<file path="config.mk">
export PLATFORM = sky130hd
export DESIGN_NAME = rf_writeback_ctrl
export DESIGN_NICKNAME = d
export VERILOG_FILES = /design/src/rtl/rf_wb_pkg.sv /design/src/rtl/rf_wb_fifo.sv /design/src/rtl/rf_writeback_ctrl.sv
export SDC_FILE = /design/constraint.sdc
export NUM_CORES = 1
export LEC_CHECK = 0
export ABC_AREA = 1
export BUFFER_PORTS_ARGS = -buffer_cell sky130_fd_sc_hd__buf_2
export CORE_ASPECT_RATIO = 0.9
export CORE_MARGIN = 5
export CORE_UTILIZATION = 25
export CTS_CLUSTER_DIAMETER = 200
export DETAILED_ROUTE_END_ITERATION = 8
export HOLD_SLACK_MARGIN = 0.03
export PLACE_DENSITY_LB_ADDON = 0.2
export REMOVE_ABC_BUFFERS = 1
export SLEW_MARGIN = 20
export SYNTH_ARGS = -nofsm -noshare
export SYNTH_HDL_FRONTEND = slang
export SYNTH_SLANG_ARGS = --single-unit
</file>
<file path="constraint.sdc">
create_clock -name i_clk -period 3.5 [get_ports i_clk]
set_input_delay 0.35 -clock i_clk [delete_from_list [all_inputs] [get_ports i_clk]]
set_output_delay 0.35 -clock i_clk [all_outputs]
set_load 0.02 [all_outputs]
</file>
<file path="src/rtl/rf_wb_pkg.sv">
`default_nettype none
// +----------------------------------------------------------------------------+
// | rf_wb_pkg: shared widths, write-request record and x0 constant for the     |
// | register-file writeback controller.                       Rev 1.0           |
// +----------------------------------------------------------------------------+
package rf_wb_pkg;

  localparam int RF_AW = 5;
  localparam int RF_DW = 32;

  localparam logic [RF_AW-1:0] REG_X0 = '0;

  typedef struct packed {
    logic [RF_AW-1:0] rd;
    logic [RF_DW-1:0] data;
  } wb_req_t;

endpackage
`default_nettype wire

</file>
<file path="src/rtl/rf_wb_fifo.sv">
`default_nettype none
// +----------------------------------------------------------------------------+
// | rf_wb_fifo: synchronous FIFO of writeback requests, no fall-through.      |
// |                                                            Rev 1.0         |
// +----------------------------------------------------------------------------+
module rf_wb_fifo
  import rf_wb_pkg::*;
#(
  parameter int DEPTH = 4
) (
  input  logic                     i_clk,
  input  logic                     i_rst_n,
  input  logic                     i_push,
  input  wb_req_t                  i_din,
  input  logic                     i_pop,
  output wb_req_t                  o_dout,
  output logic                     o_full,
  output logic                     o_empty,
  output logic [$clog2(DEPTH):0]   o_count
);

  localparam int PW = $clog2(DEPTH);
  localparam logic [PW:0] C_DEPTH = PW'(0) + (PW+1)'(DEPTH);

  wb_req_t         r_mem [DEPTH];
  logic [PW-1:0]   r_wr_ptr;
  logic [PW-1:0]   r_rd_ptr;
  logic [PW:0]     r_count;
  logic            w_do_push;
  logic            w_do_pop;

  assign o_full    = (r_count == C_DEPTH);
  assign o_empty   = (r_count == '0);
  assign o_count   = r_count;
  assign o_dout    = r_mem[r_rd_ptr];
  assign w_do_push = i_push && !o_full;
  assign w_do_pop  = i_pop && !o_empty;

  // Storage needs no reset; only the pointers and count define validity.
  always_ff @(posedge i_clk) begin
    if (w_do_push) begin
      r_mem[r_wr_ptr] <= i_din;
    end
  end

  always_ff @(posedge i_clk or negedge i_rst_n) begin
    if (!i_rst_n) begin
      r_wr_ptr <= '0;
      r_rd_ptr <= '0;
      r_count  <= '0;
    end else begin
      if (w_do_push) r_wr_ptr <= r_wr_ptr + 1'b1;
      if (w_do_pop)  r_rd_ptr <= r_rd_ptr + 1'b1;
      case ({w_do_push, w_do_pop})
        2'b10:   r_count <= r_count + 1'b1;
        2'b01:   r_count <= r_count - 1'b1;
        default: r_count <= r_count;
      endcase
    end
  end

endmodule
`default_nettype wire

</file>
<file path="src/rtl/rf_writeback_ctrl.sv">
`default_nettype none
// +----------------------------------------------------------------------------+
// | rf_writeback_ctrl: owns the register-file write port, merging ALU results |
// | with FIFO-buffered load returns and tracking pending loads.               |
// | Optional decode bypass: define RF_WB_BYPASS_EN.            Rev 1.0         |
// +----------------------------------------------------------------------------+
module rf_writeback_ctrl
  import rf_wb_pkg::*;
#(
  parameter int DEPTH = 4,
  parameter int AW    = RF_AW,
  parameter int DW    = RF_DW
) (
  input  logic                    i_clk,
  input  logic                    i_rst_n,
  input  logic                    i_alu_valid,
  input  logic [AW-1:0]           i_alu_rd,
  input  logic [DW-1:0]           i_alu_data,
  input  logic                    i_ld_valid,
  output logic                    o_ld_ready,
  input  logic [AW-1:0]           i_ld_rd,
  input  logic [DW-1:0]           i_ld_data,
  input  logic                    i_ld_issue,
  input  logic [AW-1:0]           i_ld_issue_rd,
  output logic [AW-1:0]           o_addr3,
  output logic [DW-1:0]           o_wd3,
  output logic                    o_we3,
  output logic [31:0]             o_pending,
  output logic [$clog2(DEPTH):0]  o_fifo_cnt
`ifdef RF_WB_BYPASS_EN
  ,
  input  logic [AW-1:0]           i_raddr1,
  input  logic [AW-1:0]           i_raddr2,
  output logic                    o_fwd1_v,
  output logic                    o_fwd2_v,
  output logic [DW-1:0]           o_fwd_data
`endif
);

  wb_req_t  w_push_req;
  wb_req_t  w_head;
  logic     w_fifo_full;
  logic     w_fifo_empty;
  logic     w_alu_sel;
  logic     w_pop;
  logic     w_push;
  logic [31:0] w_set_mask;
  logic [31:0] w_clr_mask;

  // ALU has no backpressure, so it always owns the port unless it targets x0.
  assign w_alu_sel  = i_alu_valid && (i_alu_rd != REG_X0);
  assign w_pop      = !w_alu_sel && !w_fifo_empty;
  assign o_ld_ready = !w_fifo_full;
  assign w_push     = i_ld_valid && o_ld_ready && (i_ld_rd != REG_X0);

  assign w_push_req.rd   = i_ld_rd;
  assign w_push_req.data = i_ld_data;

  rf_wb_fifo #(
    .DEPTH (DEPTH)
  ) u_fifo (
    .i_clk   (i_clk),
    .i_rst_n (i_rst_n),
    .i_push  (w_push),
    .i_din   (w_push_req),
    .i_pop   (w_pop),
    .o_dout  (w_head),
    .o_full  (w_fifo_full),
    .o_empty (w_fifo_empty),
    .o_count (o_fifo_cnt)
  );

  always_ff @(posedge i_clk or negedge i_rst_n) begin
    if (!i_rst_n) begin
      o_we3   <= 1'b0;
      o_addr3 <= '0;
      o_wd3   <= '0;
    end else if (w_alu_sel) begin
      o_we3   <= 1'b1;
      o_addr3 <= i_alu_rd;
      o_wd3   <= i_alu_data;
    end else if (w_pop) begin
      o_we3   <= 1'b1;
      o_addr3 <= w_head.rd;
      o_wd3   <= w_head.data;
    end else begin
      o_we3   <= 1'b0;
    end
  end

  // Clear lands on the same edge that raises o_we3 for the load; a new issue wins.
  assign w_set_mask = (i_ld_issue && (i_ld_issue_rd != REG_X0)) ? (32'd1 << i_ld_issue_rd) : 32'd0;
  assign w_clr_mask = w_pop ? (32'd1 << w_head.rd) : 32'd0;

  always_ff @(posedge i_clk or negedge i_rst_n) begin
    if (!i_rst_n) begin
      o_pending <= '0;
    end else begin
      o_pending <= (o_pending & ~w_clr_mask) | w_set_mask;
    end
  end

`ifdef RF_WB_BYPASS_EN
  assign o_fwd1_v   = o_we3 && (o_addr3 == i_raddr1) && (i_raddr1 != REG_X0);
  assign o_fwd2_v   = o_we3 && (o_addr3 == i_raddr2) && (i_raddr2 != REG_X0);
  assign o_fwd_data = o_wd3;
`endif

endmodule
`default_nettype wire

</file>
Word-level counts from Yosys, hierarchy flattened
Memory sizes are Yosys's and may differ from the RTL's.
Index checks and enable logic that the tools add are counted.
{"block": "totals", "register_bits": 77, "latch_bits": 0, "ramBits": 148, "rom_bits": 0, "output_inout_bits": 74, "mem_count": 1}
{"block": "classes", "add_sub_neg": 4, "n_mul": 0, "div_mod_pow": 0, "magnitude_cmp": 0, "eq_ne": 3, "shifts": 2, "mux": 11, "n_bitwise": 3, "reduce_logical": 16}
{"memory": "u_fifo.r_mem", "depth": 4, "word_bits": 37, "read_ports": 1, "rd_ports_with_merged_regs": 0, "write_ports": 1, "line_no": "rf_wb_fifo.sv:25", "source": "wb_req_t r_mem [DEPTH];"}
{"op": "32-bit two-way mux", "n": 4}
{"op": "1-bit by 5-bit << shifter with 32-bit output, first input constant", "n": 2}
{"op": "32-bit bitwise AND", "n": 1}
{"op": "32-bit NOT", "n": 1}
{"op": "32-bit bitwise OR", "n": 1}
{"op": "5-bit nonzero test", "n": 3}
{"op": "5-bit two-way mux", "n": 2}
{"op": "1-bit logical AND", "n": 7}
{"op": "3-bit one-hot mux with 2 select lines", "n": 1}
{"op": "2-bit by 1-bit adder with 2-bit output, second input constant", "n": 2}
{"op": "1-bit two-way mux", "n": 4}
{"op": "2-bit nonzero test", "n": 2}
{"op": "3-bit by 1-bit adder with 3-bit output, second input constant", "n": 1}
{"op": "3-bit == test, second input constant", "n": 1}
{"op": "1-bit logical NOT", "n": 3}
{"op": "3-bit logical NOT", "n": 1}
{"op": "3-bit by 1-bit subtractor with 3-bit output, second input constant", "n": 1}
{"op": "2-bit by 1-bit == test with 1-bit output, second input constant", "n": 1}
{"op": "2-bit == test, second input constant", "n": 1}

Depth between registers and ports, before layout
{"block": "logic_depth", "ltp_word": 8, "ltp_mapped": 12, "ltp_nobuf": 11}

Hierarchy
A second synthesis with hierarchy kept.
{"block": "hier_totals", "cells_unflattened": 968, "hier_area_um2": 9944.5}
{"mod": "rf_wb_fifo", "instances": 1, "cells_per_inst": 493, "area_each_um2": 6344.8, "seq_area_each_um2": 4619.4}
{"mod": "rf_writeback_ctrl", "instances": 1, "cells_per_inst": 475, "area_each_um2": 3599.7, "seq_area_each_um2": 1751.7}

Worst setup path before layout
Ideal clock, no wire load.
{"block": "synth_path", "kind": "reg2reg", "startpoint": "register u_fifo.r_count[0] (netlist: u_fifo.o_count[0])", "endpoint": "memory u_fifo.r_mem[0][0] (netlist bit), enable pin", "setup_time_ns": 0.431, "t_arrival_ns": 2.708, "required_time_ns": 3.069, "setup_slack_ns": 0.360, "path_stages_with_launch": 5, "period_less_slack_ns": 3.140, "cell_sequence": "dfrtp_1 inv_1 nand3_1 nand3_1 nor2_1"}
{"block": "synth_between", "elab_chain_len": 7}
{"item": "start, declared", "line_no": "rf_wb_fifo.sv:28", "source": "logic [PW:0] r_count;"}
{"item": "start signal, assigned", "line_no": "rf_wb_fifo.sv:55", "source": "2'b10: r_count <= r_count + 1'b1;"}
{"item": "start signal, assigned", "line_no": "rf_wb_fifo.sv:56", "source": "2'b01: r_count <= r_count - 1'b1;"}
{"item": "start signal, assigned", "line_no": "rf_wb_fifo.sv:57", "source": "default: r_count <= r_count;"}
{"item": "3-bit == test *", "line_no": "rf_wb_fifo.sv:32", "source": "assign o_full = (r_count == C_DEPTH);"}
{"item": "1-bit logical NOT *", "line_no": "rf_writeback_ctrl.sv:53", "source": "assign o_ld_ready = !w_fifo_full;"}
{"item": "net o_ld_ready", "line_no": "rf_writeback_ctrl.sv:20", "source": "output logic o_ld_ready,"}
{"item": "1-bit logical AND (2 in a row)", "line_no": "rf_writeback_ctrl.sv:54", "source": "assign w_push = i_ld_valid && o_ld_ready && (i_ld_rd != REG_X0);"}
{"item": "1-bit logical AND *", "line_no": "rf_wb_fifo.sv:36", "source": "assign w_do_push = i_push && !o_full;"}
{"item": "1-bit two-way mux *", "line_no": "rf_wb_fifo.sv:41", "source": "if (w_do_push) begin"}
{"item": "1-bit two-way mux (implied by the code) *", "line_no": "rf_wb_fifo.sv:42", "source": "r_mem[r_wr_ptr] <= i_din;"}
{"item": "end, declared", "line_no": "rf_wb_fifo.sv:25"}
The timed path passes the listed nets; every way through them passes the cells marked *.

Final worst setup path
{"block": "layout_path", "startpoint": "register u_fifo.r_count[0] (netlist: u_fifo.o_count[0])", "endpoint": "register u_fifo.r_count[2] (netlist: u_fifo.o_count[2])"}
{"block": "layout_between", "elab_chain_len": 7}
{"item": "3-bit == test", "line_no": "rf_wb_fifo.sv:32"}
{"item": "1-bit logical NOT", "line_no": "rf_wb_fifo.sv:36, rf_writeback_ctrl.sv:53"}
{"item": "1-bit logical AND (2 in a row)", "line_no": "rf_writeback_ctrl.sv:54"}
{"item": "1-bit logical AND", "line_no": "rf_wb_fifo.sv:36"}
{"item": "2-bit by 1-bit == test with 1-bit output or 2-bit == test (tied branches)", "line_no": "rf_wb_fifo.sv:54", "source": "case ({w_do_push, w_do_pop})"}
{"item": "3-bit one-hot mux with 2 select lines or 2-bit nonzero test (tied branches)"}
Parallel ways exist; a longest one is shown, timed or not.
A chain may end at the register's enable or synchronous reset.

==> metrics.md <==
| Metric | Value |
|---|---|
| Status | `completed` |
| Mean area per synthesized cell | `approximately 11 um2` |
| Gpl congestion | `between 0.7 and 0.8` |
| Gr usage total | `0.1233` |
| Starting density of the core | `0.2521` |
| FF+latch count, synth | `approximately 230` |
| Syn Inst Count | `approximately 840` |
| Crit share post-route | `0.7047` |
| Die area | `41430 um2` |
| Clock buffer depth | `3` |
| CTS sink cnt | `about 230` |
| CTS tree | `built` |
| Final nets | `roughly 1100` |
| DR vias/cell | `4.368` |
| R2R Path End | `u_fifo.o_count[2]` |
| Worst-path cell chain | `nor3_1 -> inv_1 -> nand2_4 -> inv_1 -> ha_1 -> inv_1 -> fa_1 -> a21oi_1 -> o21ai_0 -> xnor2_1` |
| Clk slew on worst S/H paths | `about 0.060 ns` |
| Synth Cell Area | `around 9400 um2` |
| Die W | `between 200 and 250 um` |
| Row count | `67` |
| WHS | `approximately 0.068 ns` |
| CTS Buf Count | `27` |
| Cts repair resizes | `0` |
| Crit-path max cell delay | `0.42 ns` |
| Worst Skew | `~0.017 ns` |
| Hold WC Path Type | `input port to flip-flop` |
| Drt wl/cell | `roughly 17 um` |
| Pwr/cell area | `around 850 nW/um2` |
| Pin count of the biggest net entering global routing | `66` |
| Worst-margin pin slew | `just over 1 ns` |
| Pleak | `4.790 nW` |
| R2R depth | `10` |
| Crit path capture type | `flip-flop` |
| Final hold violations | `0` |
| Worst reg2reg startpoint | `u_fifo.o_count[0]` |
| Layout cells sized above 1 | `0.2243` |
| Fin crit period | `between 2 and 2.5 ns` |
| Number of global-route vias before repair | `6943` |
| Worst hold start | `i_alu_data[4]` |
| First-pass DRT Iterations | `7` |
| Slowest cell on crit path | `inv_1` |
| Hold Path End | `o_wd3[4]` |
| Layout area overhead | `28.03%` |
| Critical path buffer and inverter count | `3` |
| Critical Path Start | `u_fifo.o_count[0]` |
| Clk_lat worst skew | `between 0.5 and 0.6 ns` |
| RSZ-0062 raised after global routing | `false` |
| DRT Wirelength | `between 20000 and 30000 um` |
| Yosys warns | `0` |
| Hold path depth | `3` |
| Slew Limit Fails | `0` |
| GR peak layer | `met2` |
| Initial DRC count | `429` |
| Worst EP arrival | `around 2.9 ns` |
| Remaining global-route overflow | `0` |
| Seq/Total Area, Yosys | `0.6804` |
| Internal reg-to-reg setup slack | `about 1.0 ns` |
| Cell variety after synth | `31` |
| Met2 usage | `0.1991` |
| Setup Viol. Count Final | `0` |
| Fmax | `between 400 and 500 MHz` |
| Clk root buf | `clkbuf_16` |
| Util after Layout | `0.3228` |
| Kind of cell adding the most delay to the critical path | `buffers and inverters` |
| Die height | `roughly 190 um` |
| Setup TNS | `0 ns` |
| ANT nets after route | `0` |
| Initial antenna violation count | `3` |
| Power Total | `10.22 mW` |
| GRT met3 Usage | `0.02532` |
| Type of origin of the critical path | `flip-flop` |
| First-pass GRT wire length | `about 41000 um` |
| IO buf count | `approximately 160` |
| Max Cap Violations | `0` |
| Most frequent cell on the critical path | `inv_1` |
| M1 GR Usage | `0.1708` |
| Data required time of the critical path | `about 4 ns` |
| Final HPWL DP | `~16000 um` |
| I/O pin total | `158` |
| DRC violations left | `0` |
| Relative slew slack | `0.3093` |
| Core Box Area | `around 37000 um2` |
| Critical path class | `flip-flop to flip-flop` |
| Via count | `between 6000 and 7000` |
| H-tree levels | `1` |
| Critical Path Fanout Max | `12` |
| Worst VDD drop | `0.4120 mV` |
## how the worst max path moves through the flow
| stage | depth (start not counted) | slack (ns) | end |
|---|---|---|---|
| after floorplan | 8 | 0.07 | o_wd3[0] |
| after global placement | 6 | 1.0 | u_fifo.r_mem[0][24] |
| after detailed placement | 12 | 0.98 | u_fifo.o_count[2] |
| after CTS | 10 | 1.0 | u_fifo.o_count[2] |
| after global routing | 10 | 0.87 | u_fifo.o_count[2] |
| final | 10 | 1.03 | u_fifo.o_count[2] |
## cells in the mapped netlist (all sizes together)
library cell  instances  area share
a21oi                11      0.0059
a22oi                 5      0.0040
and2                  1     0.00067
buf                  29       0.021
clkbuf               16      0.0065
dfrtp                77        0.21
edfxtp              148        0.47
fa                    1      0.0021
ha                    5      0.0067
inv                  29       0.012
nand2               207       0.086
nand3                72       0.039
nor2                114       0.053
nor3                  6      0.0032
o211ai               49       0.040
o21ai                68       0.036
o22ai                 1     0.00067
xnor2                 2      0.0019
xor2                  2      0.0019
## timing repair
item | 4_1_cts | 5_1_grt
setup buffers | 0 | 0
hold endpoints to repair | 203 | 0
hold buffers | 51 | 0
## area by class of cell
| cell class | instances | area (um2) |
|---|---|---|
| Clock buffer | 35 | 735.7 |
| Fill cell | 3786 | 25150 |
| Timing Repair Buffer | 222 | 1416 |
| Antenna cell | 2 | 5.005 |
| Inverter | 29 | 108.9 |
| Clock inverter | 15 | 78.83 |
| Tap cell | 483 | 604.3 |
| Multi-Input combinational cell | 544 | 2668 |
| Sequential cell | 225 | 6372 |
## layout by cell type, fill, tap and decap left out, drive strengths merged
master / netlist / final
and2: 1 / 1
o21ai: 68 / 68
clkinvlp: 0 / 1
nand2: 207 / 207
a21oi: 11 / 11
o211ai: 49 / 49
xnor2: 2 / 2
dlygate4sd3: 0 / 51
dfrtp: 77 / 77
ha: 5 / 5
nand3: 72 / 72
diode: 0 / 2
nor2: 114 / 114
xor2: 2 / 2
edfxtp: 148 / 148
nor3: 6 / 6
a22oi: 5 / 5
inv: 29 / 30
buf: 29 / 171
fa: 1 / 1
clkinv: 0 / 13
o22ai: 1 / 1
clkbuf: 16 / 35
## power breakdown
part	internal [mW]	switching [mW]	total, mW
registers	3.64	0.356	4.00
clock network	1.48	1.10	2.58
logic	1.07	2.58	3.64
## registers in the layout (all words and copies together) (netlist names)
name             count
u_fifo.r_mem       148
o_addr3              5
u_fifo.r_rd_ptr      2
o_we3                1
u_fifo.o_count       3
o_wd3               32
o_pending           32
u_fifo.r_wr_ptr      2
## worst register-to-register path, delay by kind of cell, from the launching register on
family | cells | cell delay, ns
flip-flops | 1 | 0.40
AO/OA/AOI/OAI | 2 | 0.24
XOR/XNOR | 1 | 0.13
adder cells (fa/ha/maj) | 2 | 0.60
buffers and inverters | 3 | 0.70
AND/OR/NAND/NOR | 2 | 0.26
## stage by stage
step                cells  cell area [um2]  setup WS, ns
global route         1555            11990        0.8709
CTS                  1553            11980        0.9972
detailed placement   1452            10660        0.9824
floorplan             798             9110       0.07155
finish               1555            11990         1.034
global placement     1452            10660        0.9952
## kinds of logic (layout without fill, tap and decap cells)
group	Yosys count	after routing	share of synthesized area
AO/OA/AOI/OAI	134	134	0.08672
XOR/XNOR	4	4	0.003742
adder cells (fa/ha/maj)	6	6	0.008819
buffers and inverters	74	301	0.03875
flip-flops	225	225	0.6804
other	0	2	0
AND/OR/NAND/NOR	400	400	0.1816
## per-layer routing
metal,vias up,part of all wire
met4,2,0.025
met2,159,0.46
met3,45,0.043
met1,3249,0.47
li1,3338,-
met5,-,0.00027
(Power assumes the default switching activity.)
